## config.mk

```make
export PLATFORM = sky130hd
export DESIGN_NAME = mult_acc_8_flat
export DESIGN_NICKNAME = d
export VERILOG_FILES = /design/src/rtl/mult_acc_pkg.sv /design/src/rtl/mult_acc_8_if.sv /design/src/rtl/mult_tree_8.sv /design/src/rtl/mult_acc_8.sv /design/src/flat_wrapper.sv
export SDC_FILE = /design/constraint.sdc
export NUM_CORES = 1
export LEC_CHECK = 0
export CORE_MARGIN = 2
export CORE_UTILIZATION = 30
export CTS_CLUSTER_SIZE = 12
export DETAILED_ROUTE_END_ITERATION = 7
export HOLD_SLACK_MARGIN = 0.12
export PLACE_DENSITY = 0.47
export SETUP_SLACK_MARGIN = 0.1
export SYNTH_ARGS = -nofsm -noshare
export SYNTH_HDL_FRONTEND = slang
export SYNTH_HIERARCHICAL = 1
export SYNTH_SLANG_ARGS = --single-unit
```

## constraint.sdc

```tcl
create_clock -name clk -period 5.39 [get_ports clk]
set_clock_uncertainty 0.2 [all_clocks]
set_input_delay 1.078 -clock clk [delete_from_list [all_inputs] [get_ports clk]]
set_output_delay 1.078 -clock clk [all_outputs]
set_load 0.005 [all_outputs]
```

## src/rtl/mult_acc_pkg.sv

```systemverilog
// mult_acc_pkg: shared state encoding and default sizing for the mult_acc_8 stage
package mult_acc_pkg;

    typedef enum logic {
        ACCUM = 1'b0,
        HOLD  = 1'b1
    } state_t;

    localparam int N_DEF       = 8;
    localparam int N_TERMS_DEF = 16;
    localparam int ACC_W_DEF   = 20;
    localparam int CNT_W       = 8;

endpackage

```

## src/rtl/mult_acc_8_if.sv

```systemverilog
// mult_acc_8_if: operand input stream, result output stream and flush for mult_acc_8
interface mult_acc_8_if
    import mult_acc_pkg::*;
#(
    parameter int N     = N_DEF,
    parameter int ACC_W = ACC_W_DEF
);
    logic             clr;
    logic             in_valid;
    logic             in_ready;
    logic [N-1:0]     a;
    logic [N-1:0]     b;
    logic             out_valid;
    logic             out_ready;
    logic [ACC_W-1:0] result;
    logic             ovf;

    modport master (
        output clr, in_valid, a, b, out_ready,
        input  in_ready, out_valid, result, ovf
    );

    modport slave (
        input  clr, in_valid, a, b, out_ready,
        output in_ready, out_valid, result, ovf
    );
endinterface

```

## src/rtl/mult_tree_8.sv

```systemverilog
// mult_tree_8: combinational unsigned 8x8 multiplier built as a partial-product adder tree
module mult_tree_8 (
    input  logic [7:0]  a,
    input  logic [7:0]  b,
    output logic [15:0] p
);
    logic [15:0] pp [8];
    logic [15:0] s1 [4];
    logic [15:0] s2 [2];

    for (genvar i = 0; i < 8; i++) begin : g_pp
        assign pp[i] = b[i] ? ({8'd0, a} << i) : 16'd0;
    end

    for (genvar i = 0; i < 4; i++) begin : g_s1
        assign s1[i] = pp[2*i] + pp[2*i+1];
    end

    for (genvar i = 0; i < 2; i++) begin : g_s2
        assign s2[i] = s1[2*i] + s1[2*i+1];
    end

    assign p = s2[0] + s2[1];
endmodule

```

## src/rtl/mult_acc_8.sv

```systemverilog
// mult_acc_8: pipelined multiply-accumulate producing one N_TERMS dot product per handshake.
// Optional MULT_ACC_8_SATURATE_EN: clamp the accumulator at all-ones on carry instead of wrapping.
module mult_acc_8
    import mult_acc_pkg::*;
#(
    parameter int N       = N_DEF,
    parameter int N_TERMS = N_TERMS_DEF,
    parameter int ACC_W   = ACC_W_DEF
) (
    input logic         clk,
    input logic         rst,
    mult_acc_8_if.slave bus
);
    state_t           state_q, state_d;
    logic [N-1:0]     op_a_q, op_a_d, op_b_q, op_b_d;
    logic             v1_q, v1_d, v2_q, v2_d;
    logic [2*N-1:0]   prod_q, prod_d, p;
    logic [ACC_W-1:0] acc_q, acc_d, acc_new, result_q, result_d;
    logic [ACC_W:0]   sum;
    logic [CNT_W-1:0] issue_cnt_q, issue_cnt_d, add_cnt_q, add_cnt_d;
    logic             out_valid_q, out_valid_d, ovf_q, ovf_d;
    logic             in_ready, accept, carry, last, handoff, flush;

    mult_tree_8 u_mult (
        .a (op_a_q),
        .b (op_b_q),
        .p (p)
    );

    assign accept  = bus.in_valid && in_ready;
    assign sum     = {1'b0, acc_q} + (ACC_W+1)'(prod_q);
    assign carry   = sum[ACC_W];
    assign last    = v2_q && (state_q == ACCUM) && (add_cnt_q == CNT_W'(N_TERMS - 1));
    assign handoff = (state_q == HOLD) && out_valid_q && bus.out_ready;
    assign flush   = bus.clr || handoff;

`ifdef MULT_ACC_8_SATURATE_EN
    assign acc_new = carry ? '1 : sum[ACC_W-1:0];
`else
    assign acc_new = sum[ACC_W-1:0];
`endif

    // state and pipeline registers; rst discards everything in flight
    always_ff @(posedge clk) begin
        if (rst) begin
            state_q     <= ACCUM;
            op_a_q      <= '0;
            op_b_q      <= '0;
            v1_q        <= 1'b0;
            prod_q      <= '0;
            v2_q        <= 1'b0;
            acc_q       <= '0;
            issue_cnt_q <= '0;
            add_cnt_q   <= '0;
            result_q    <= '0;
            out_valid_q <= 1'b0;
            ovf_q       <= 1'b0;
        end else begin
            state_q     <= state_d;
            op_a_q      <= op_a_d;
            op_b_q      <= op_b_d;
            v1_q        <= v1_d;
            prod_q      <= prod_d;
            v2_q        <= v2_d;
            acc_q       <= acc_d;
            issue_cnt_q <= issue_cnt_d;
            add_cnt_q   <= add_cnt_d;
            result_q    <= result_d;
            out_valid_q <= out_valid_d;
            ovf_q       <= ovf_d;
        end
    end

    // next state: clr wins, final add enters HOLD, result handoff returns to ACCUM
    always_comb begin
        state_d = bus.clr ? ACCUM :
                  last    ? HOLD  :
                  handoff ? ACCUM : state_q;
    end

    // datapath: operand capture, product register, accumulate, counts and result latch
    always_comb begin
        op_a_d      = accept ? bus.a : op_a_q;
        op_b_d      = accept ? bus.b : op_b_q;
        v1_d        = accept;
        prod_d      = v1_q ? p : prod_q;
        v2_d        = v1_q && !bus.clr;
        issue_cnt_d = flush ? '0 : issue_cnt_q + CNT_W'(accept);
        add_cnt_d   = flush ? '0 : add_cnt_q + CNT_W'(v2_q);
        acc_d       = flush ? '0 : v2_q ? acc_new : acc_q;
        ovf_d       = flush ? 1'b0 : ovf_q || (v2_q && carry);
        result_d    = (last && !bus.clr) ? acc_new : result_q;
        out_valid_d = flush ? 1'b0 : last ? 1'b1 : out_valid_q;
    end

    // outputs: issue only while accumulating with terms left, never during rst or clr
    always_comb begin
        in_ready      = (state_q == ACCUM) && (issue_cnt_q < CNT_W'(N_TERMS)) && !rst && !bus.clr;
        bus.in_ready  = in_ready;
        bus.out_valid = out_valid_q;
        bus.result    = result_q;
        bus.ovf       = ovf_q;
    end
endmodule

```

## src/flat_wrapper.sv

```systemverilog
// flat-port wrapper written by rule: the top's interface ports become plain ports
module mult_acc_8_flat import mult_acc_pkg::*;
#(
    parameter int N       = N_DEF,
    parameter int N_TERMS = N_TERMS_DEF,
    parameter int ACC_W   = ACC_W_DEF
)
  (clk, rst, bus_clr, bus_in_valid, bus_a, bus_b, bus_out_ready, bus_in_ready, bus_out_valid, bus_result, bus_ovf);
  mult_acc_8_if #(.N(N), .ACC_W(ACC_W)) bus_i ();
  input logic clk;
  input logic rst;
  input wire logic [$bits(bus_i.clr)-1:0] bus_clr;
  input wire logic [$bits(bus_i.in_valid)-1:0] bus_in_valid;
  input wire logic [$bits(bus_i.a)-1:0] bus_a;
  input wire logic [$bits(bus_i.b)-1:0] bus_b;
  input wire logic [$bits(bus_i.out_ready)-1:0] bus_out_ready;
  output wire logic [$bits(bus_i.in_ready)-1:0] bus_in_ready;
  output wire logic [$bits(bus_i.out_valid)-1:0] bus_out_valid;
  output wire logic [$bits(bus_i.result)-1:0] bus_result;
  output wire logic [$bits(bus_i.ovf)-1:0] bus_ovf;
  assign bus_i.clr = bus_clr;
  assign bus_i.in_valid = bus_in_valid;
  assign bus_i.a = bus_a;
  assign bus_i.b = bus_b;
  assign bus_i.out_ready = bus_out_ready;
  assign bus_in_ready = bus_i.in_ready;
  assign bus_out_valid = bus_i.out_valid;
  assign bus_result = bus_i.result;
  assign bus_ovf = bus_i.ovf;
  mult_acc_8 #(.N(N), .N_TERMS(N_TERMS), .ACC_W(ACC_W)) u_core (.clk(clk), .rst(rst), .bus(bus_i));
endmodule
```

==> out/results.txt <==
Setup-violating endpoint count in the final report = 0
PD cells = 182.0 nW/um^2
Largest net degree at the start of global routing = 64
Power, Total = 1.415 mW
Non-Filler Instances = 1085
Hold_buf cts = 0
Die area = 22770 um^2
CP dominant cell by count = inv_1
Unrepaired setup endpoints after global routing = yes
Cells on Worst Hold Path = 2
Final Slew Violations = 0
Die H = 150.9 um
Initial cell density of the core = 0.3069
Critical-path cell list = buf_4, and2_4, ha_4, inv_1, fa_2, nor2b_2, o21a_1, o21ai_4, a21oi_2, a211oi_2, fa_1, inv_1, fa_2, inv_1, fa_1, ha_4, and3_4, a2111oi_4, o21bai_2, a21oi_2, xnor2_1, mux2i_1, nor2_1
Initial antenna violation count = 0
Vias in the first global route = 5173
Clk pin slew, worst setup/hold paths = 80 ps
Crit path largest cell delay = 510 ps
Fmax = 196.3 MHz
CP max FO = 4
Multi-input gate area = 4466 um^2
Setup_tns = 0 ps
CTS tree = built
Outcome = complete, no violations
# fillers = 2227
Clock latency on the worst-skew pair = 350 ps
Drt total wl = 16090 um
Lkg Pwr = 3.150 nW
CTS buffer count = 9
Dpl hpwl = 11920 um
Ys Warns = 6
Routed Antenna Nets = 0
DR vias = 5258
GRT overflow = 0
# H-tree levels = 3
Max-cap violations = 0
Crit path arrival time = 5180 ps
Post-route clock period utilization = 0.9451
Die width = 150.9 um
Final hold violations = 0
Peak VDD IR = 161.7 uV
Crit path launch type = register
Global-route wire length before repair = 26390 um
CP max stage cell = fa_2
First-pass detailed-route iteration total = 4
Final-stage net count = 914
Number of port buffers = 43
Syn_area_per_cell = 8.584 um^2
First DRT Iteration DRCs = 208
Synth Register Bits = 93
Total GRT Usage = 0.1463
Min-Delay Path Class = register to register
WP data required = 5470 ps
Core Util, Final = 0.3685
CTS root buffer = clkbuf_16
Post-Syn Area = 6472 um^2
DRC Markers = 0
Syn_nets = 863
FF-to-FF path depth = 23
Core Rows = 53
Layout cells sized above 1 = 0.1074
Area grow syn2layout = 20.07%
Distinct cell type count after synthesis = 61
Drt wl/cell = 14.83 um
Placed cell count = 1066
CTS Buffer Depth = 2
Post-synth ARST share = 0
Min Tclk post-route = 5094 ps
Cells after Synth = 754
Post-synthesis sequential area ratio = 0.2876
Top FF cell, synth = dfxtp_1
Gpl congestion = 0.8197
Core area = 21090 um^2
Worst-margin pin slew = 1016 ps
Worst slew margin = 0.3204
Storage cell area = 1868 um^2
Sink Count = 93
Via density = 4.846
Endpoint type of the worst setup path = register
Number of synthesized flops with an enable pin = 0
Crit Path Class = register to register
I/O pin count = 44
ANT cells = 0
timing repair:
item	CTS	global route
pin swaps	4	21
setup endpoints to repair	4	6
buffers inserted	1	2
hold endpoints to repair	0	0
gates resized for setup	3	36
cell usage after synthesis (7+ instances only):
master	instances	area [um^2]
a21o_1	7	52.55
nor3_1	10	50.05
nand2_1	98	367.9
clkbuf_1	27	101.4
o21ai_0	20	100.1
mux2i_1	30	300.3
nand3_1	15	75.07
o21a_1	7	52.55
dfxtp_1	93	1862
a211oi_1	14	105.1
and2_1	45	281.5
nor2_1	59	221.5
nand4_1	10	62.56
xnor2_1	24	210.2
ha_1	58	725.7
xor2_1	18	157.7
inv_1	42	157.7
a21oi_1	56	280.3
fa_1	30	600.6
cells in the final DEF (no fill, tap or decap), types with 4 or more instances in the layout:
cell type / count
a31oi_1: 4
ha_4: 5
or4_1: 6
nand2_1: 97
a21oi_1: 54
o21bai_1: 5
nor2_1: 59
a211oi_2: 4
a21o_1: 7
nand3b_1: 5
a21oi_2: 4
and3_1: 6
xor2_1: 18
o21ai_0: 16
or3_1: 4
xnor2_1: 23
clkdlybuf4s50_1: 42
fa_1: 27
clkbuf_16: 9
and2_1: 43
mux2i_1: 30
dfxtp_1: 88
ha_1: 52
nor3b_1: 4
o21ai_1: 5
inv_1: 40
nand3_1: 15
a211oi_1: 10
dfxtp_2: 5
nand4_1: 10
o21a_1: 7
nor3_1: 10
buf_4: 27
cell type report:
type	count	share of cell area
clock buffer	9	0.02898
clock inverter	7	0.008694
inverter	43	0.02077
multi-input combinational	587	0.5746
sequential	93	0.2404
tap	275	0.04428
timing repair buffer	71	0.08227
logic make-up after synthesis:
group / synth area share
compound gates: 0.1469
xor+xnor: 0.05683
fa+ha+maj: 0.2049
buf+inv: 0.04427
flops: 0.2876
mux: 0.04640
simple gates: 0.2130
path summary, 6_finish.rpt:
check | startpoint | end | slack (ps)
min reg2reg | u_core/bus.ovf | u_core/bus.ovf | 250
min | u_core/bus.ovf | u_core/bus.ovf | 250
max reg2reg | u_core/op_a_q[0] | u_core/prod_q[12] | 300
max | u_core/op_a_q[0] | u_core/prod_q[12] | 300
registers in the layout (all words and copies together) (netlist names):
register              flops
u_core/prod_q            16
u_core/op_a_q             8
u_core/v2_q               1
u_core/bus.out_valid      1
u_core/op_b_q             8
u_core/bus.result        20
u_core/add_cnt_q          8
u_core/v1_q               1
u_core/acc_q             20
u_core/issue_cnt_q        8
u_core/bus.ovf            1
u_core/state_q            1
critical path: cells and delay by family (launching register included):
family	cells	cell delay, ps
adders and majority gates	6	2310
AOI/OAI and AO/OA	7	1170
and+or+nand+nor	4	520
DFF	1	330
buffers and inverters	4	260
xor gates and xnor gates	1	130
muxes	1	90
report_power, final:
group          total [mW]  switching, mW  internal (mW)
combinational      0.0708         0.0380         0.0328
clock               0.643          0.317          0.326
sequential          0.700        0.00888          0.692
stage by stage:
stage	hold slack, ps	instance area (um^2)	setup WS [ps]
final	250.2	7771	295.8
after global routing	299.9	7771	21.55
after CTS	255.8	7614	105.6
after detailed placement	241.8	7305	8.580
after global placement	241.3	7305	66.43
after floorplan	242.1	6472	191.3
per-layer routing:
layer  track usage  part of all wire  vias up
met2        0.2341              0.45       73
li1              -                 -     2711
met3       0.03373             0.034       10
met1        0.2041              0.50     2464
met4       0.02523            0.0080        0
met5             0                 0        -
No activity file was read; power rests on OpenSTA's default activity.
